## src/rtl/accum_stream.sv

```systemverilog
// Streaming block accumulator: sums N_SAMPLES unsigned samples per block over busy/valid channels.
// Optional averaging output is enabled by defining ACCUM_STREAM_AVG_EN.
module accum_stream #(
  parameter int DIN_W     = 8,
  parameter int N_SAMPLES = 8
) (
  input  logic                                 clk,
  input  logic                                 rst,
  output logic                                 din_busy,
  input  logic                                 din_vld,
  input  logic [DIN_W-1:0]                     din_data,
  input  logic                                 dout_busy,
  output logic                                 dout_vld,
  output logic [DIN_W+$clog2(N_SAMPLES)-1:0]   dout_data
`ifdef ACCUM_STREAM_AVG_EN
  ,
  input  logic                                 avg_mode
`endif
);

  localparam int CNT_W = $clog2(N_SAMPLES);
  localparam int OUT_W = DIN_W + CNT_W;

  typedef enum logic {
    ST_ACC = 1'b0,
    ST_OUT = 1'b1
  } state_t;

  state_t             state_q, state_d;
  logic [OUT_W-1:0]   acc_q, acc_d;
  logic [CNT_W-1:0]   cnt_q, cnt_d;
  logic               din_busy_q, din_busy_d;
  logic               dout_vld_q, dout_vld_d;
  logic [OUT_W-1:0]   dout_data_q, dout_data_d;
  logic               in_xfer;
  logic               last_smp;
  logic               avg_sel;

  // Averaging truncates: the divide by a power of two is a plain right shift.
  function automatic logic [OUT_W-1:0] calc_result(input logic [OUT_W-1:0] sum,
                                                   input logic             avg);
    if (avg) begin
      calc_result = sum >> CNT_W;
    end else begin
      calc_result = sum;
    end
  endfunction

  assign in_xfer  = (state_q == ST_ACC) && din_vld && !din_busy_q;
  assign last_smp = (cnt_q == CNT_W'(N_SAMPLES - 1));

`ifdef ACCUM_STREAM_AVG_EN
  logic avg_q, avg_d;

  // Mode is captured on the first sample of a block and held until the block closes.
  always_comb begin
    avg_d = avg_q;
    if (in_xfer && (cnt_q == '0)) begin
      avg_d = avg_mode;
    end
  end

  always_ff @(posedge clk or negedge rst) begin
    if (!rst) begin
      avg_q <= 1'b0;
    end else begin
      avg_q <= avg_d;
    end
  end

  assign avg_sel = avg_q;
`else
  assign avg_sel = 1'b0;
`endif

  always_comb begin
    state_d     = state_q;
    acc_d       = acc_q;
    cnt_d       = cnt_q;
    din_busy_d  = din_busy_q;
    dout_vld_d  = dout_vld_q;
    dout_data_d = dout_data_q;
    case (state_q)
      ST_ACC: begin
        din_busy_d = 1'b0;
        if (in_xfer) begin
          if (last_smp) begin
            dout_data_d = calc_result(acc_q + OUT_W'(din_data), avg_sel);
            dout_vld_d  = 1'b1;
            din_busy_d  = 1'b1;
            acc_d       = '0;
            cnt_d       = '0;
            state_d     = ST_OUT;
          end else begin
            acc_d = acc_q + OUT_W'(din_data);
            cnt_d = cnt_q + CNT_W'(1);
          end
        end
      end
      ST_OUT: begin
        if (!dout_busy) begin
          dout_vld_d = 1'b0;
          din_busy_d = 1'b0;
          state_d    = ST_ACC;
        end
      end
      default: begin
        state_d = ST_ACC;
      end
    endcase
  end

  // din_busy resets high so nothing is accepted until the first edge out of reset.
  always_ff @(posedge clk or negedge rst) begin
    if (!rst) begin
      state_q     <= ST_ACC;
      acc_q       <= '0;
      cnt_q       <= '0;
      din_busy_q  <= 1'b1;
      dout_vld_q  <= 1'b0;
      dout_data_q <= '0;
    end else begin
      state_q     <= state_d;
      acc_q       <= acc_d;
      cnt_q       <= cnt_d;
      din_busy_q  <= din_busy_d;
      dout_vld_q  <= dout_vld_d;
      dout_data_q <= dout_data_d;
    end
  end

  assign din_busy  = din_busy_q;
  assign dout_vld  = dout_vld_q;
  assign dout_data = dout_data_q;

endmodule

```

## config.mk

```make
export PLATFORM = sky130hd
export DESIGN_NAME = accum_stream
export DESIGN_NICKNAME = d
export VERILOG_FILES = /design/src/rtl/accum_stream.sv
export SDC_FILE = /design/constraint.sdc
export NUM_CORES = 1
export LEC_CHECK = 0
export ABC_AREA = 1
export CORE_MARGIN = 3
export CORE_UTILIZATION = 57
export DETAILED_ROUTE_END_ITERATION = 10
export PLACE_DENSITY_LB_ADDON = 0.1
export SYNTH_ARGS = -nofsm -noshare
export SYNTH_HDL_FRONTEND = slang
export SYNTH_SLANG_ARGS = --single-unit
```

## constraint.sdc

```tcl
create_clock -name clk -period 2.57 [get_ports clk]
set_clock_uncertainty 0.15 [all_clocks]
set_input_delay 0.3855 -clock clk [delete_from_list [all_inputs] [get_ports clk]]
set_output_delay 0.3855 -clock clk [all_outputs]
set_load 0.01 [all_outputs]
```

# Word-level counts from Yosys, hierarchy flattened
# Cells that the tools add are included.
# W data, S select, Z words.
totals:
  ff_bits: 28
  input_bits: 12
  word_cells: 30
classes:
  n_addsub: 2
  n_eq_ne: 4
  n_mux: 11
  bitwise: 1
  reduce_logical: 6
ops:
  columns: ["cell", "n"]
  rows:
  - ["$add A11 B8 Y11", 1]
  - ["$mux W11", 1]
  - ["$mux W1", 6]
  - ["$ne A2 B2 Y1 const B", 3]
  - ["$pmux W1 S2", 3]
  - ["$reduce_and A3 Y1", 2]
  - ["$add A3 B1 Y3 const B", 1]
  - ["$eq A3 B3 Y1 const B", 1]
  - ["$mux W3", 1]
  - ["$logic_and A1 B1 Y1", 2]
  - ["$reduce_and A2 Y1", 1]
  - ["$logic_not A1 Y1", 1]
  - ["$not A1 Y1", 1]

# Longest topological paths before layout
depth:
  word_depth: 5
  ltp_mapped: 11
  depth_no_buf: 11

# Worst setup path before layout
# OpenSTA, ideal clock, no wires.
synth_path:
  path_type: "input port to flip-flop"
  from: "input din_data[0]"
  to: "register acc_q[8]"
  setup_ps: 118
  t_arrival_ps: 1477
  setup_slack_ps: 826
  cell_stages: 11
  n_path_buf: 0
  cell_sequence: "ha_1 inv_1 fa_1 nor2_1 nor2_1 inv_1 nand2_1 nand2_1 nand2_1 nand3_1 nand2_1"
synth_between:
  elab_chain_len: 2
synth_lines:
  columns: ["element", "line", "text"]
  rows:
  - ["from (decl)", "11", "input logic [DIN_W-1:0] din_data,"]
  - ["$add A11 B8 Y11", "95", "acc_d = acc_q + OUT_W'(din_data);"]
  - ["$mux W11", "87", "if (last_smp) begin"]
  - ["to (signal assigned)", "117", "acc_q <= '0;"]
  - ["to (signal assigned)", "124", "acc_q <= acc_d;"]
  - ["to (decl)", "30", "logic [OUT_W-1:0] acc_q, acc_d;"]
# Every way passes these cells.
# A chain may end at the register's enable or synchronous reset.

# Worst setup path in the final report
layout_path:
  from: "input din_data[0]"
  to: "register acc_q[6]"
# Same word-level chain as after synthesis.

==> flow_summary.toml <==
[place]
portBuffers = 24
place.gp.congestion = 0.882
dp_hpwl_mm = 2.49
placed_area_sq_um = 1860
dpl.cell_count = 254

[global_routing]
antenna_found_initial = 0
grt_pass1_wl_mm = 6.01
grt_max_degree = 29
grt_pass1_vias = 1379
grt_usage = 0.225
overflow = 0

[power]
peakVddDrop_uv = 764
p_total_mw = 2.23
leakagePower_nw = 1.01
power_per_cell_area_nw_per_um2 = 1160

[clock_network]
hold_buffers = 0
cts.repair.resized = 0
clk_pin_slew_ns = 0.16
clock-sinks = 28
htreeDepth = 1
cts_root_buffer = "clkbuf_4"
clockBufferDepth = 2
numCtsBuffers = 3
clkLatencyLatePin_ns = 0.33
cts_tree = "done"
cts_setup_buffers = 0

[finish]
diodes = 0
final_util = 0.746
drive_gt1_frac = 0.0570
fin_cells = 258
post-route-cell-area_sq_um = 1920
finalNetCount = 252
syn_to_final_growth_pct = 20.3

[synth]
synth-simple-area-share = 0.323
synth_async_sr_flop_share = 1.00
synth_warnings = 0
synth_edf_count = 0
postSynthCellCount = 201
synth.distinct_cells = 25
synth_top_cell_by_area = "dfrtp_1"
synth.most_common_cell = "nand2_1"
synthesis.nets = 224
synth-xor-area-share = 0.0165
netlist.area_leader.share = 0.424
synth_area_leaders = "dfrtp_1 42%, nand2_1 19%, ha_1 7.9%, nand3_1 5.7%, inv_1 4.7%"
synthMuxAreaShare = 0
synth.top_cells.by_count = "80 x nand2_1, 27 x dfrtp_1, 20 x inv_1"
synth.avg_cell_area_sq_um = 7.92
synth_top_family_by_area = "simple AND/OR/NAND/NOR gates"
netlist_area_sq_um = 1590
ys.flop_type = "dfrtp_1"
ys_seq_area_frac = 0.441
synth_compound_area_frac = 0.0660
ys_seq_elements = 28
synthAdderAreaFrac = 0.0911

[timing]
worst_pin_slew_ns = 0.344
fin_crit_ns = 2.06
slew-limit-headroom = 0.769
setup_viol = 0
fmax_ghz = 0.486
finalHoldViolCount = 0
slew_violations = 0
setup_tns_ns = 0
rsz0062_at_grt = "no"
period_share = 0.800

[routing]
first_iter_violations = 67
drc_errors = 0
detail-route-antenna-nets = 0
wl_per_cell_um = 13.3
wirelength_mm = 3.44
drt-pass1-iter-count = 4
num_vias = 1383
vias_per_cell = 5.36

[setup_path]
worstPathArrival_ns = 2.14
critPathKind = "in2reg"
cpMaxStageDelayCell = "clkdlybuf4s50_1"
crit_chain = "clkdlybuf4s50_1 -> ha_1 -> inv_1 -> fa_1 -> nor2_1 -> nor2_1 -> inv_1 -> nand2_1 -> nand2_1 -> nand2_1 -> nand3_1 -> nand2_1"
cp-start-kind = "primary input"
cp_max_fo = 3
crit_top_cell = "nand2_1"
path_delay_family = "adder cells"
crit_buf_inv = 3
slowest_delay_ns = 0.46
worst_setup_path_end_kind = "register"
crit_required_ns = 2.66

[die]
io_pins = 25
die_width_um = 58.9
floorplan.rows = 18
initial_core_util = 0.620
die_y_um = 58.9
design.core.area_sq_um = 2570
dieArea_sq_um = 3460

[outcome]
outcome = "finished clean"

[flow_run]
cap_viol_max_count = 0

[worst_hold_path]
min_path_type = "in2async"
-- cells in the final DEF (no fill, tap or decap), drive strengths merged, types with 2 or more instances in the layout --
cell type	synthesis	final
a21oi	2	2
clkbuf	1	3
clkdlybuf4s50	0	24
dfrtp	27	27
ha	10	10
inv	22	22
nand2	80	80
nand3	18	18
nand3b	4	4
nand4	2	2
nor2	13	13
o21ai	11	11
xnor2	2	2
-- stage by stage --
step,hold WS (ns),setup slack [ns]
floorplan,-0.0601,0.826
global placement,0.307,0.263
detailed placement,0.318,0.201
CTS,0.274,0.531
global route,0.263,0.415
finish,0.255,0.513
-- metal layers --
| layer | up-vias | part of all wire | global-route usage |
|---|---|---|---|
| met5 | - | 0 | 0 |
| met4 | 0 | 0.013 | 0.0615 |
| met3 | 6 | 0.034 | 0.0285 |
| met2 | 31 | 0.50 | 0.405 |
| met1 | 651 | 0.45 | 0.282 |
| li1 | 695 | - | - |
-- logic make-up (layout without fill, tap and decap cells) --
kind of cell	count (synthesis)	in the layout
simple gates	118	118
flops	28	28
buf+inv	24	51
compound gates	17	17
fa+ha+maj	11	11
xor+xnor	3	3
-- sequential cells by signal (all words and copies together) (netlist names) --
signal	flops
dout_data	11
state_q	1
cnt_q	3
dout_vld	1
din_busy	1
acc_q	11
-- final timing paths --
kind,start,end,slack [ns],cells past startpoint
min in group clk,dout_data[1]$_DFFE_PN0P_,dout_data[1]$_DFFE_PN0P_,0.35,2
min,rst,acc_q[3]$_DFFE_PN0P_,0.26,2
max,din_data[0],acc_q[6]$_DFFE_PN0P_,0.51,12
max reg2reg,acc_q[0]$_DFFE_PN0P_,acc_q[6]$_DFFE_PN0P_,0.64,11
min reg2reg,dout_data[1]$_DFFE_PN0P_,dout_data[1]$_DFFE_PN0P_,0.35,2
max in group asynchronous,rst,din_busy$_DFFE_PN1P_,1.71,2
-- area by class of cell --
type | count | area (sq um)
Clock buffer | 3 | 22.5
Clock inverter | 1 | 30.0
Timing Repair Buffer | 25 | 248
Sequential cell | 28 | 702
Fill cell | 210 | 652
Multi-Input combinational cell | 149 | 791
Inverter | 22 | 85.1
Tap cell | 30 | 37.5
-- where the power goes --
part           internal [mW]  leakage (nW)  switching, mW
clock network          0.158        0.0279          0.134
logic                  0.508         0.636          0.660
registers              0.643         0.346          0.127
-- worst register-to-register path, delay by kind of cell, from the launching register on --
| kind | cells | cell delay [ns] |
|---|---|---|
| and+or+nand+nor | 7 | 0.55 |
| DFF | 1 | 0.39 |
| adders and majority gates | 2 | 0.61 |
| buffers and inverters | 2 | 0.14 |
Note: power is estimated with default switching activity, not from simulation.
